**src/rtl/control_unit.sv**
```systemverilog
`default_nettype none
// ============================================================================
// Module      : control_unit
// Description : Multi-cycle fetch/decode/execute sequencer. It owns the PC
//               and the status register, and it drives the register-bank
//               selects and the memory handshakes.
// Revision    : 1.0  initial release
// ============================================================================
module control_unit #(
    parameter logic [15:0] PC_RESET = 16'h0000
) (
    input  logic        clk,
    input  logic        rst_n,
    output logic        instr_req,
    output logic [15:0] pc,
    input  logic        instr_valid,
    input  logic [15:0] instr_data,
    output logic [3:0]  src_reg,
    output logic [3:0]  dst_reg,
    output logic [3:0]  wr_reg,
    output logic        wr_en,
    output logic [1:0]  wr_sel,
    output logic [2:0]  alu_op,
    input  logic [3:0]  alu_flags,
    input  logic [15:0] a_in,
    output logic [3:0]  status,
    output logic        mem_req,
    output logic        mem_we,
    input  logic        mem_ack,
    output logic        halted
);

    typedef enum logic [2:0] {
        S_FETCH  = 3'd0,
        S_DECODE = 3'd1,
        S_EXEC   = 3'd2,
        S_MEM    = 3'd3,
        S_WB     = 3'd4,
        S_HALT   = 3'd5
    } state_t;

    localparam logic [3:0] c_OP_NOP  = 4'h0;
    localparam logic [3:0] c_OP_LD   = 4'h8;
    localparam logic [3:0] c_OP_ST   = 4'h9;
    localparam logic [3:0] c_OP_JMP  = 4'hA;
    localparam logic [3:0] c_OP_BZ   = 4'hB;
    localparam logic [3:0] c_OP_MFSR = 4'hC;
    localparam logic [3:0] c_OP_JAL  = 4'hD;
    localparam logic [3:0] c_OP_RSVD = 4'hE;
    localparam logic [3:0] c_OP_HALT = 4'hF;

    localparam logic [1:0] c_WB_ALU = 2'd0;
    localparam logic [1:0] c_WB_PC  = 2'd1;
    localparam logic [1:0] c_WB_SR  = 2'd2;
    localparam logic [1:0] c_WB_MEM = 2'd3;

    state_t      r_state;
    logic [3:0]  r_ir_op;
    logic [7:0]  r_ir_imm;
    logic        w_is_alu;
    logic [15:0] w_bz_target;

    assign w_is_alu    = ~r_ir_op[3] && (r_ir_op != c_OP_NOP);
    // pc already points past the branch, so the offset is taken from pc+1
    assign w_bz_target = pc + {{8{r_ir_imm[7]}}, r_ir_imm};

    always_ff @(posedge clk or negedge rst_n) begin
        if (!rst_n) begin
            r_state   <= S_FETCH;
            r_ir_op   <= 4'h0;
            r_ir_imm  <= 8'h00;
            pc        <= PC_RESET;
            status    <= 4'h0;
            instr_req <= 1'b0;
            src_reg   <= 4'h0;
            dst_reg   <= 4'h0;
            wr_reg    <= 4'h0;
            alu_op    <= 3'd0;
            wr_en     <= 1'b0;
            wr_sel    <= 2'd0;
            mem_req   <= 1'b0;
            mem_we    <= 1'b0;
            halted    <= 1'b0;
        end else begin
            case (r_state)
                S_FETCH: begin
                    instr_req <= 1'b1;
                    // instr_req gates acceptance so the idle cycle after reset ignores valid
                    if (instr_req && instr_valid) begin
                        instr_req <= 1'b0;
                        r_ir_op   <= instr_data[15:12];
                        r_ir_imm  <= instr_data[7:0];
                        pc        <= pc + 16'd1;
                        src_reg   <= instr_data[7:4];
                        dst_reg   <= instr_data[3:0];
                        wr_reg    <= instr_data[11:8];
                        alu_op    <= instr_data[15] ? 3'd0 : instr_data[14:12];
                        r_state   <= S_DECODE;
                    end
                end
                S_DECODE: begin
                    if (r_ir_op == c_OP_NOP || r_ir_op == c_OP_RSVD) begin
                        r_state   <= S_FETCH;
                        instr_req <= 1'b1;
                    end else if (r_ir_op == c_OP_HALT) begin
                        r_state <= S_HALT;
                        halted  <= 1'b1;
                    end else begin
                        r_state <= S_EXEC;
                    end
                end
                S_EXEC: begin
                    r_state   <= S_FETCH;
                    instr_req <= 1'b1;
                    if (w_is_alu) begin
                        status    <= alu_flags;
                        r_state   <= S_WB;
                        instr_req <= 1'b0;
                        wr_en     <= 1'b1;
                        wr_sel    <= c_WB_ALU;
                    end else begin
                        case (r_ir_op)
                            c_OP_LD, c_OP_ST: begin
                                r_state   <= S_MEM;
                                instr_req <= 1'b0;
                                mem_req   <= 1'b1;
                                mem_we    <= (r_ir_op == c_OP_ST);
                            end
                            c_OP_JMP: pc <= a_in;
                            c_OP_BZ: begin
                                if (status[3]) pc <= w_bz_target;
                            end
                            c_OP_MFSR, c_OP_JAL: begin
                                r_state   <= S_WB;
                                instr_req <= 1'b0;
                                wr_en     <= 1'b1;
                                wr_sel    <= (r_ir_op == c_OP_JAL) ? c_WB_PC : c_WB_SR;
                            end
                            default: ;
                        endcase
                    end
                end
                S_MEM: begin
                    if (mem_ack) begin
                        mem_req <= 1'b0;
                        mem_we  <= 1'b0;
                        if (r_ir_op == c_OP_LD) begin
                            r_state <= S_WB;
                            wr_en   <= 1'b1;
                            wr_sel  <= c_WB_MEM;
                        end else begin
                            r_state   <= S_FETCH;
                            instr_req <= 1'b1;
                        end
                    end
                end
                S_WB: begin
                    wr_en     <= 1'b0;
                    wr_sel    <= c_WB_ALU;
                    r_state   <= S_FETCH;
                    instr_req <= 1'b1;
                    // JAL has just written the return address; now redirect
                    if (r_ir_op == c_OP_JAL) pc <= a_in;
                end
                S_HALT: ;
                default: begin
                    r_state   <= S_FETCH;
                    instr_req <= 1'b1;
                end
            endcase
        end
    end

endmodule
`default_nettype wire

```
**config.mk**
```make
export PLATFORM = sky130hd
export DESIGN_NAME = control_unit
export DESIGN_NICKNAME = d
export VERILOG_FILES = /design/src/rtl/control_unit.sv
export SDC_FILE = /design/constraint.sdc
export NUM_CORES = 1
export LEC_CHECK = 0
export CORE_MARGIN = 3
export CORE_UTILIZATION = 55
export DETAILED_ROUTE_END_ITERATION = 10
export PLACE_DENSITY_LB_ADDON = 0.25
export SLEW_MARGIN = 20
export SYNTH_ARGS = -nofsm -noshare
export SYNTH_HDL_FRONTEND = slang
export SYNTH_SLANG_ARGS = --single-unit
```
**constraint.sdc**
```tcl
create_clock -name clk -period 5.01 [get_ports clk]
set_input_delay 0.501 -clock clk [delete_from_list [all_inputs] [get_ports clk]]
set_output_delay 0.501 -clock clk [all_outputs]
set_load 0.01 [all_outputs]
```
==> impl_results.md, run 1 <==
* Outcome: finished clean
* Syn Inst Count at 399
* Maxcap violations at 0
* Initial antenna violation count at 0
* Max Clock Freq at 370 MHz
* Combinational Power Share at 61.7%
* H-tree depth at 2
* Antenna-violating nets left at 0
* Tightest Pin Transition at 0.953 ns
* Worst skew pair latency at 0.31 ns
* # hold bufs at CTS at 0
* Post-synth EDFFs at 0
* Drt wl/cell at 18.2 um
* Die width at 86.3 um
* Max reg flops at 16
* Max VDD drop at 0.403 mV
* Post-synth top area cell: dfrtp_1
* Reg with most FFs: pc
* Synth Area in Simple Gates at 19.4%
* Unrepaired setup endpoints after global routing: false
* Setup-failing EPs final at 0
* Tcrit/Tclk final at 54.0%
* Fin. Hold Viols at 0
* Max clock buf depth at 2
* Initial core utilization at 58.1%
* Max_slew headroom at 36.3%
* Vias in the first global route at 3,438
* Arrival time at the worst endpoint at 2.91 ns
* Via density at 6.36
* Adder-Cell Fraction of Synth Area at 6.21%
* Area share of the largest cell type after synthesis at 34.6%
* Setup TNS at 0 ns
* GRT overflow at 0
* DR pass1 iterations at 6
* CTS tree: done
* Initial DRC Count at 339
* First-pass GRT wire length at 16.3 mm
* Buffers & Inverters on Critical Path at 1
* Mapped Avg Cell Area at 8.88 um2
* Reg2Reg Depth at 9
* Largest family of logic cells by synthesized area: compound AO/OA/AOI/OAI gates
* Chip height at 86.3 um
* Fraction of layout cells with a size suffix above 1 at 9.79%
* Mux cell area share after synthesis at 7.20%
* CP Depth at 9
* Detailed-route DRC error count at 0
* Buffers on Ports at 81
* Async set-reset flop share out of synthesis at 100%
* Seq/Total Area, Yosys at 34.6%
* Lkg Pwr at 1.77 nW
* Post-DP HPWL at 7.41 mm
* Power density cells at 721 nW/um2
* Inst Count DP at 537
* HP Class: input port to async pin
* Req. time, crit path at 5.22 ns
* IO Pins at 82
* Num CTS Buffers at 5
* Type of origin of the critical path: register
* Tmin final at 2.70 ns
* NetSw at 0.00152 W
* Complex-gate fraction of the synthesized area at 25.0%
* Setup bufs post-CTS at 0
* Internal power at 0.00173 W
* Post-Syn Area at 3540 um2
* Final hold slack at 0.278 ns
* Area grow syn2layout at 27.1%
* Syn. warnings at 0
* Setup CP Type: register to register
* CP Capture Type: register
* Yosys reg bits at 49
* Final wirelength at 9.92 mm
* Row Count at 28
* Largest delay contributor family on the critical path: compound AO/OA/AOI/OAI gates
* Crit-path max cell delay at 0.48 ns
* Synth cell types at 67
* Net switching share of the total power at 46.7%
* Core area at 6100 um2
* Nets at 526
* N_diodes at 0
* Clock Skews at 0.00937 ns
* Main synth FF type: dfrtp_1
* Via count at 3,466
* Flop pwr share at 27.9%
* CP Cell Sequence: ha_1, inv_1, fa_1, nor2b_1, o2111ai_1, a211oi_1, nor2_1, mux2i_1, o32a_1
* Total GRT Usage at 27.5%
* CP max FO at 7
* Crit-path slowest cell: dfrtp_1
* Die ar. at 7440 um2
* Clock root buffer: clkbuf_8
* Dominant cells by area after synthesis: dfrtp_1, mux2_2, o21ai_0
* Synthesized net count at 456
* Placer Congestion at 0.937
* Gates resized, CTS repair at 0
* Synth Area in XOR/XNOR at 3.71%
* Non-Filler Instances at 545
* Reg clk slew, reported paths at 0.10 ns
* Filler cell count at 477
* Share of total power in the clock network at 10.4%
* Largest net degree at the start of global routing at 50
* Tot Pwr at 0.00325 W
* CTS sink cnt at 49
* Slew Viols, Final at 0
-- cells in the final DEF, fill, tap and decap left out, types with 3 or more instances in the layout --
cell type	n
nor4_1	4
inv_1	11
mux2_2	20
nor2_1	37
dfrtp_1	49
nor2b_1	4
a211oi_1	4
o211ai_1	3
a22oi_1	3
nand4_1	6
xor2_1	5
nand3b_1	3
ha_1	16
nand3_1	9
nand2b_1	4
xnor2_1	10
and3_1	4
nand2_1	36
a31oi_1	7
a21oi_1	23
o21bai_1	3
nor3_1	5
nand4b_1	3
a21o_1	10
a221oi_1	6
clkbuf_8	5
clkdlybuf4s50_1	80
o21ai_0	41
mux2i_1	3
o41ai_1	3
-- power groups by stage --
stage	sequential, W	combinational (W)	clock, W
floorplan	0.000830	0.00133	0
global placement	0.000891	0.00191	0
detailed placement	0.000903	0.00197	0
CTS	0.000897	0.00198	0.000345
global route	0.000948	0.00218	0.000358
finish	0.000906	0.00200	0.000339
-- per-stage QoR --
stage / utilization [%] / instance area, um2 / setup WS (ns)
2_1_floorplan: - / 3540 / 2.67
6_report: 73.9 / 4510 / 2.31
4_1_cts: 73.9 / 4510 / 2.32
3_3_place_gp: 71.6 / 4360 / 2.42
5_1_grt: 73.9 / 4510 / 2.08
3_5_place_dp: 71.7 / 4370 / 2.32
-- layer usage --
| layer | global-route usage [%] | up-vias | routed length, um |
|---|---|---|---|
| met3 | 4.66 | 17 | 745 |
| met4 | 9.77 | 0 | 184 |
| li1 | - | 1633 | - |
| met5 | 0 | - | 0 |
| met2 | 44.8 | 182 | 4690 |
| met1 | 36.9 | 1634 | 4300 |
-- area by class of cell --
class | count | area [um2] | share of cell area, %
Sequential cell | 49 | 1230 | 27.2
Clock buffer | 5 | 68.8 | 1.53
Tap cell | 75 | 93.8 | 2.08
Inverter | 11 | 41.3 | 0.916
Clock inverter | 3 | 65.1 | 1.44
Multi-Input combinational cell | 319 | 2190 | 48.5
Timing Repair Buffer | 83 | 825 | 18.3
-- synth_stat cells, drive strengths merged, types with 4 or more instances --
| master | instances |
|---|---|
| a21oi | 24 |
| and3 | 4 |
| dfrtp | 49 |
| xor2 | 5 |
| nor2 | 39 |
| mux2 | 20 |
| a211oi | 4 |
| nand3 | 10 |
| inv | 11 |
| a221oi | 6 |
| a21o | 10 |
| nand2 | 36 |
| o211ai | 4 |
| nand4 | 6 |
| o21ai | 44 |
| buf | 10 |
| ha | 16 |
| xnor2 | 10 |
| nor3 | 6 |
| nand2b | 4 |
| nor2b | 4 |
| a31oi | 7 |
| clkbuf | 10 |
| nor4 | 5 |
-- cells by family after synthesis --
kind of cell,count (synthesis)
compound gates,134
xor+xnor,15
fa+ha+maj,17
buf+inv,31
flops,49
mux,23
simple gates,130
-- worst paths after layout --
path | start | end | slack, ns
max in group asynchronous | rst_n | dst_reg[0]$_DFFE_PN0P_ | 4.29
min in group clk | halted$_DFFE_PN0P_ | halted$_DFFE_PN0P_ | 0.49
setup reg to reg | pc[0]$_DFFE_PN0P_ | pc[14]$_DFFE_PN0P_ | 2.31
hold / removal | rst_n | pc[14]$_DFFE_PN0P_ | 0.28
setup / recovery | pc[0]$_DFFE_PN0P_ | pc[14]$_DFFE_PN0P_ | 2.31
hold reg to reg | halted$_DFFE_PN0P_ | halted$_DFFE_PN0P_ | 0.49
Power figures use the tool's default switching activity.
==> run 2, diff against run 1 <==
--- a/config.mk
+++ b/config.mk
@@ -6,7 +6,7 @@
 export NUM_CORES = 1
 export LEC_CHECK = 0
 export CORE_MARGIN = 3
-export CORE_UTILIZATION = 55
+export CORE_UTILIZATION = 46
 export DETAILED_ROUTE_END_ITERATION = 10
 export PLACE_DENSITY_LB_ADDON = 0.25
 export SLEW_MARGIN = 20
==> constraint.sdc (replaced) <==
create_clock -name clk -period 2.32 [get_ports clk]
set_input_delay 0.232 -clock clk [delete_from_list [all_inputs] [get_ports clk]]
set_output_delay 0.232 -clock clk [all_outputs]
set_load 0.01 [all_outputs]
==> impl_results.md, run 2 (synthesized netlist as in run 1, its figures left out) <==
* Outcome: finished clean
* Worst path most repeated cell: a21o_1
* RR Endpoint: pc[15]$_DFFE_PN0P_
* Num CTS Buffers at 5 (unchanged)
* Arrival time at the worst endpoint at 2.42 ns (-0.49 ns)
* HP Class: input port to async pin
* Filler cell count at 641 (+34%)
* Detailed-route DRC error count at 0 (unchanged)
* Most frequent cells in the layout: clkdlybuf4s50_1, dfrtp_1, buf_4
* Initial core utilization at 48.1% (-10 points)
* Lkg Pwr at 1.97 nW (+11%)
* Setup CP Type: register to register
* Total GRT Usage at 25.1% (-2.3 points)
* Tcrit/Tclk final at 94.5% (+41 points)
* Via density at 6.00 (-5.7%)
* Non-Filler Instances at 610 (+12%)
* Chip height at 93.8 um (+8.7%)
* Register Area at 1230 um2 (+0.10%)
* CP Capture Type: register
* Commonest non-fill, non-tap cell in the layout: clkdlybuf4s50_1
* Max Clock Freq at 456 MHz (+23%)
* Reg clk slew, reported paths at 0.11 ns (about the same)
* Worst skew pair latency at 0.31 ns (about the same)
* Reg with most FFs: pc
* Row Count at 31 (+11%)
* Initial antenna violation count at 0 (unchanged)
* Reg2Reg Depth at 8 (-1)
* Initial DRC Count at 233 (-31%)
* Type of origin of the critical path: register
* CTS sink cnt at 49 (unchanged)
* Inst Count DP at 599 (+12%)
* Buffers on Ports at 81 (unchanged)
* Max VDD drop at 0.734 mV (+82%)
* Drt wl/cell at 17.7 um (-2.6%)
* Core area at 7370 um2 (+21%)
* Final wirelength at 10.8 mm (+9.1%)
* Placer Congestion at 0.942 (+0.49%)
* GRT overflow at 0 (unchanged)
* Final core utilization at 66.1% (-7.8 points)
* DR pass1 iterations at 6 (unchanged)
* Crit-path max cell delay at 0.47 ns (about the same)
* Die width at 93.8 um (+8.7%)
* Maxcap violations at 0 (unchanged)
* CP Cell Sequence: buf_2, ha_1, a21o_1, a21o_1, a21oi_1, o21ai_2, o31a_1, o221ai_1
* Vias in the first global route at 3,679 (+7.0%)
* CTS tree: done
* Clock Skews at 0.00971 ns (+0.000335 ns)
* H-tree depth at 2 (unchanged)
* Die ar. at 8790 um2 (+18%)
* Post-DP HPWL at 8.06 mm (+8.7%)
* Final hold slack at 0.0248 ns (-0.254 ns)
* Max reg flops at 16 (unchanged)
* Setup-failing EPs final at 0 (unchanged)
* Nets at 567 (+7.8%)
* Tmin final at 2.19 ns (-0.511 ns)
* Crit-path slowest cell: dfrtp_2
* Reg2reg setup slack at 0.13 ns (-2.18 ns)
* RR Startpoint: r_ir_imm[7]$_DFFE_PN0P_
* Antenna-violating nets left at 0 (unchanged)
* Multi-input logic area at 2240 um2 (+2.3%)
* Max_slew headroom at 55.2% (+19 points)
* Largest net degree at the start of global routing at 50 (unchanged)
* Fin. Hold Viols at 0 (unchanged)
* Max clock buf depth at 2 (unchanged)
* Via count at 3,660 (+5.6%)
* Unrepaired setup endpoints after global routing: true
* Fraction of layout cells with a size suffix above 1 at 19.2% (+9.4 points)
* First-pass GRT wire length at 17.7 mm (+8.5%)
* CP max FO at 6 (-1)
* Slew Viols, Final at 0 (unchanged)
* Power density cells at 1550 nW/um2 (+120%)
* Clock root buffer: clkbuf_8
* Req. time, crit path at 2.55 ns (-2.67 ns)
* Tightest Pin Transition at 0.672 ns (-0.281 ns)
* Area grow syn2layout at 37.5%
* IO Pins at 82 (unchanged)
* N_diodes at 0 (unchanged)
run 2: cell types whose count changed in the layout (fill, tap and decap cells not counted), sizes merged:
cell | previous run | this run
buf | 3 | 44
bufinv | 2 | 1
clkinv | 1 | 0
inv | 11 | 13
run 2: worst max-delay path by stage:
stage / to / from / depth (start not counted) / slack [ns]
4_1_cts: pc[12]$_DFFE_PN0P_ / pc[0]$_DFFE_PN0P_ / 9 / 0.003
2_1_floorplan: pc[12]$_DFFE_PN0P_ / pc[0]$_DFFE_PN0P_ / 9 / 0.01
5_1_grt: pc[15]$_DFFE_PN0P_ / r_ir_imm[7]$_DFFE_PN0P_ / 8 / -0.03
6_report: pc[15]$_DFFE_PN0P_ / r_ir_imm[7]$_DFFE_PN0P_ / 8 / 0.13
3_3_place_gp: pc[14]$_DFFE_PN0P_ / pc[0]$_DFFE_PN0P_ / 9 / 0.04
3_5_place_dp: pc[15]$_DFFE_PN0P_ / r_ir_imm[7]$_DFFE_PN0P_ / 7 / -0.05
run 2: what timing repair did:
action | 4_1_cts | 5_1_grt
hold buffers | 0 | 0
pin swaps | 0 | 4
gates resized for setup | 3 | 12
cloned | 0 | 0
endpoints found under the setup margin | 3 | 4
buffers inserted | 0 | 3
run 2: where the power goes:
group | leakage, nW | internal (W) | switching [W]
clock | 0.0591 | 0.000330 | 0.000331
sequential | 0.589 | 0.00126 | 0.000433
combinational | 1.32 | 0.00250 | 0.00270
run 2: per-layer routing:
layer	routed length (um)	vias up	global-route usage, %
li1	-	1724	-
met1	4710	1769	33.4
met2	5150	147	40.8
met3	761	20	4.81
met4	202	0	8.78
met5	0	-	0
run 2: per-stage QoR:
| stage | worst slack [ns] | area (um2) | TNS (ns) | power (W) |
|---|---|---|---|---|
| 2_1_floorplan | 0.0118 | 3550 | 0 | 0.00468 |
| 3_3_place_gp | 0.0449 | 4690 | 0 | 0.00659 |
| 3_5_place_dp | -0.0478 | 4690 | -0.0481 | 0.00669 |
| 4_1_cts | 0.00271 | 4820 | 0 | 0.00741 |
| 5_1_grt | -0.0346 | 4870 | -0.0371 | 0.00815 |
| 6_report | 0.127 | 4870 | 0 | 0.00755 |
run 2: layout make-up:
type	instances	share of cell area, %
clock buffer	5	1.41
inverter	11	0.847
timing repair buffer	124	23.1
tap	99	2.54
clock inverter	3	0.976
sequential	49	25.2
multi-input combinational	319	45.9
run 2: worst max-delay path: cells and delay by family (launching register included):
| family | cells | cell delay [ns] |
|---|---|---|
| flops | 1 | 0.47 |
| buf+inv | 1 | 0.19 |
| compound gates | 6 | 1.13 |
| fa+ha+maj | 1 | 0.32 |
==> run 3, diff against run 2 <==
--- a/config.mk
+++ b/config.mk
@@ -5,8 +5,9 @@
 export SDC_FILE = /design/constraint.sdc
 export NUM_CORES = 1
 export LEC_CHECK = 0
+export CAP_MARGIN = 20
 export CORE_MARGIN = 3
-export CORE_UTILIZATION = 46
+export CORE_UTILIZATION = 45
 export DETAILED_ROUTE_END_ITERATION = 10
 export PLACE_DENSITY_LB_ADDON = 0.25
 export SLEW_MARGIN = 20
==> impl_results.md, run 3 (synthesized netlist as in run 1, its figures left out) <==
* Setup bufs post-CTS at 0 (unchanged)
* Req. time, crit path at 2.51 ns (-0.04 ns)
* N_diodes at 0 (unchanged)
* CTS sink cnt at 49 (unchanged)
* Drt wl/cell at 17.4 um (-1.7%)
* Lkg Pwr at 1.95 nW (-1.2%)
* Non-Filler Instances at 604 (-0.98%)
* # hold bufs at CTS at 0 (unchanged)
* Final worst slack at 0.138 ns (+0.0111 ns)
* Largest net degree at the start of global routing at 50 (unchanged)
* Buffers & Inverters on Critical Path at 1 (unchanged)
* Power density cells at 1550 nW/um2 (-0.16%)
* Clock root buffer: clkbuf_8
* Initial DRC Count at 359 (+54%)
* Worst skew pair latency at 0.30 ns (about the same)
* H-tree depth at 2 (unchanged)
* Setup-failing EPs final at 0 (unchanged)
* Core area at 7450 um2 (+1.1%)
* Reg with most FFs: pc
* Tcrit/Tclk final at 94.0% (-0.48 points)
* DR pass1 iterations at 5 (-1)
* Unrepaired setup endpoints after global routing: true
* Area grow syn2layout at 36.4%
* Max clock buf depth at 2 (unchanged)
* Register Area at 1230 um2 (unchanged)
* Max VDD drop at 0.797 mV (+8.6%)
* Design Area, Final at 4840 um2 (-0.74%)
* Clock Skews at 0.0131 ns (+0.00341 ns)
* Fin. Hold Viols at 0 (unchanged)
* Max Clock Freq at 458 MHz (+0.51%)
* Filler cell count at 645 (+0.62%)
* Antenna-violating nets left at 0 (unchanged)
* Crit-path max cell delay at 0.49 ns (+0.02 ns)
* Tmin final at 2.18 ns (-0.0111 ns)
* Inst Count DP at 596 (-0.50%)
* Max reg flops at 16 (unchanged)
* Initial core utilization at 47.6% (-0.50 points)
* CP Capture Type: register
* Vias in the first global route at 3,393 (-7.8%)
* Arrival time at the worst endpoint at 2.37 ns (-0.05 ns)
* Post-DP HPWL at 7.87 mm (-2.3%)
* Crit-path slowest cell: nor4_1
* CTS tree: done
* Buffers on Ports at 81 (unchanged)
* Detailed-route DRC error count at 0 (unchanged)
* Num CTS Buffers at 5 (unchanged)
* Slew Viols, Final at 0 (unchanged)
* Reg clk slew, reported paths at 0.10 ns (about the same)
* Via count at 3,607 (-1.4%)
* Die ar. at 8980 um2 (+2.1%)
* Commonest non-fill, non-tap cell in the layout: clkdlybuf4s50_1
* Maxcap violations at 0 (unchanged)
* CP Cell Sequence: buf_4, ha_1, nand2_1, nor4_1, and3_1, xnor2_1, o21ai_0, o32a_1
* Total GRT Usage at 24.3% (-0.86 points)
* Initial antenna violation count at 0 (unchanged)
* IO Pins at 82 (unchanged)
* First-pass GRT wire length at 17.2 mm (-3.0%)
* Dpl ws at 0.00349 ns (+0.0512 ns)
* CP max FO at 5 (-1)
* Most frequent cells in the layout: clkdlybuf4s50_1, dfrtp_1, o21ai_0
* Fraction of layout cells with a size suffix above 1 at 17.8% (-1.4 points)
* RR Startpoint: pc[1]$_DFFE_PN0P_
* Setup CP Type: register to register
* Placer Congestion at 0.967 (+2.7%)
* Chip height at 94.8 um (+1.0%)
* Final wirelength at 10.5 mm (-2.7%)
* Via density at 5.97 (-0.47%)
* Type of origin of the critical path: register
* Nets at 561 (-1.1%)
* Setup TNS at 0 ns (unchanged)
* Row Count at 31 (unchanged)
* Largest delay contributor family on the critical path: simple AND/OR/NAND/NOR gates
* Tightest Pin Transition at 0.647 ns (-0.0249 ns)
* GRT overflow at 0 (unchanged)
* Outcome: finished clean
* Max_slew headroom at 56.9% (+1.7 points)
* Placed inst area at 4680 um2 (-0.21%)
* Tot Pwr at 0.00749 W (-0.90%)
* CP startpoint: pc[1]$_DFFE_PN0P_
* Multi-input logic area at 2240 um2 (about the same)
* Die width at 94.8 um (+1.0%)
* HP Class: input port to async pin
run 3: power by group:
group | switching (W) | internal, W | total, W
clock network | 0.000306 | 0.000324 | 0.000630
logic | 0.00264 | 0.00249 | 0.00513
registers | 0.000468 | 0.00126 | 0.00173
run 3: worst register-to-register path, cell delays in order, from the launching register on:
cell and delay, ns:
dfrtp_1 0.39, buf_4 0.15, ha_1 0.16, nand2_1 0.09
nor4_1 0.49, and3_1 0.24, xnor2_1 0.11, o21ai_0 0.08
o32a_1 0.36
run 3: timing repair:
item / CTS / global route
resized for setup: 2 / 11
setup endpoints to repair: 2 / 5
pin swaps: 0 / 2
run 3: final cells by class:
class	instances	area share, %
clock inverters	2	0.802
inverters	11	0.854
flip-flops and latches	49	25.4
clock buffers	6	1.50
well taps	99	2.56
multi-input cells	319	46.2
repair buffers	118	22.7
run 3: final timing paths:
check / depth (start not counted) / to / slack, ns
hold / removal: 2 / mem_we$_DFFE_PN0P_ / 0.01
setup / recovery: 8 / pc[14]$_DFFE_PN0P_ / 0.14
hold reg to reg: 1 / halted$_DFFE_PN0P_ / 0.49
min in group clk: 1 / halted$_DFFE_PN0P_ / 0.49
max in group asynchronous: 2 / r_ir_imm[7]$_DFFE_PN0P_ / 1.84
setup reg to reg: 8 / pc[14]$_DFFE_PN0P_ / 0.14
run 3: routing by layer:
metal  part of all wire, %  track usage [%]  vias to the layer above
li1                      -                -                     1709
met1                    46             35.7                     1717
met2                    46             37.8                      161
met3                   6.6             3.43                       20
met4                   1.8             5.65                        0
met5                     0                0                        -
run 3: through the flow:
stage / hold WS, ns / util, %
3_3_place_gp: 0.386 / 62.8
6_report: 0.0113 / 64.9
3_5_place_dp: 0.386 / 62.8
5_1_grt: 0.0753 / 64.9
2_1_floorplan: -0.0636 / -
4_1_cts: 0.0504 / 64.4
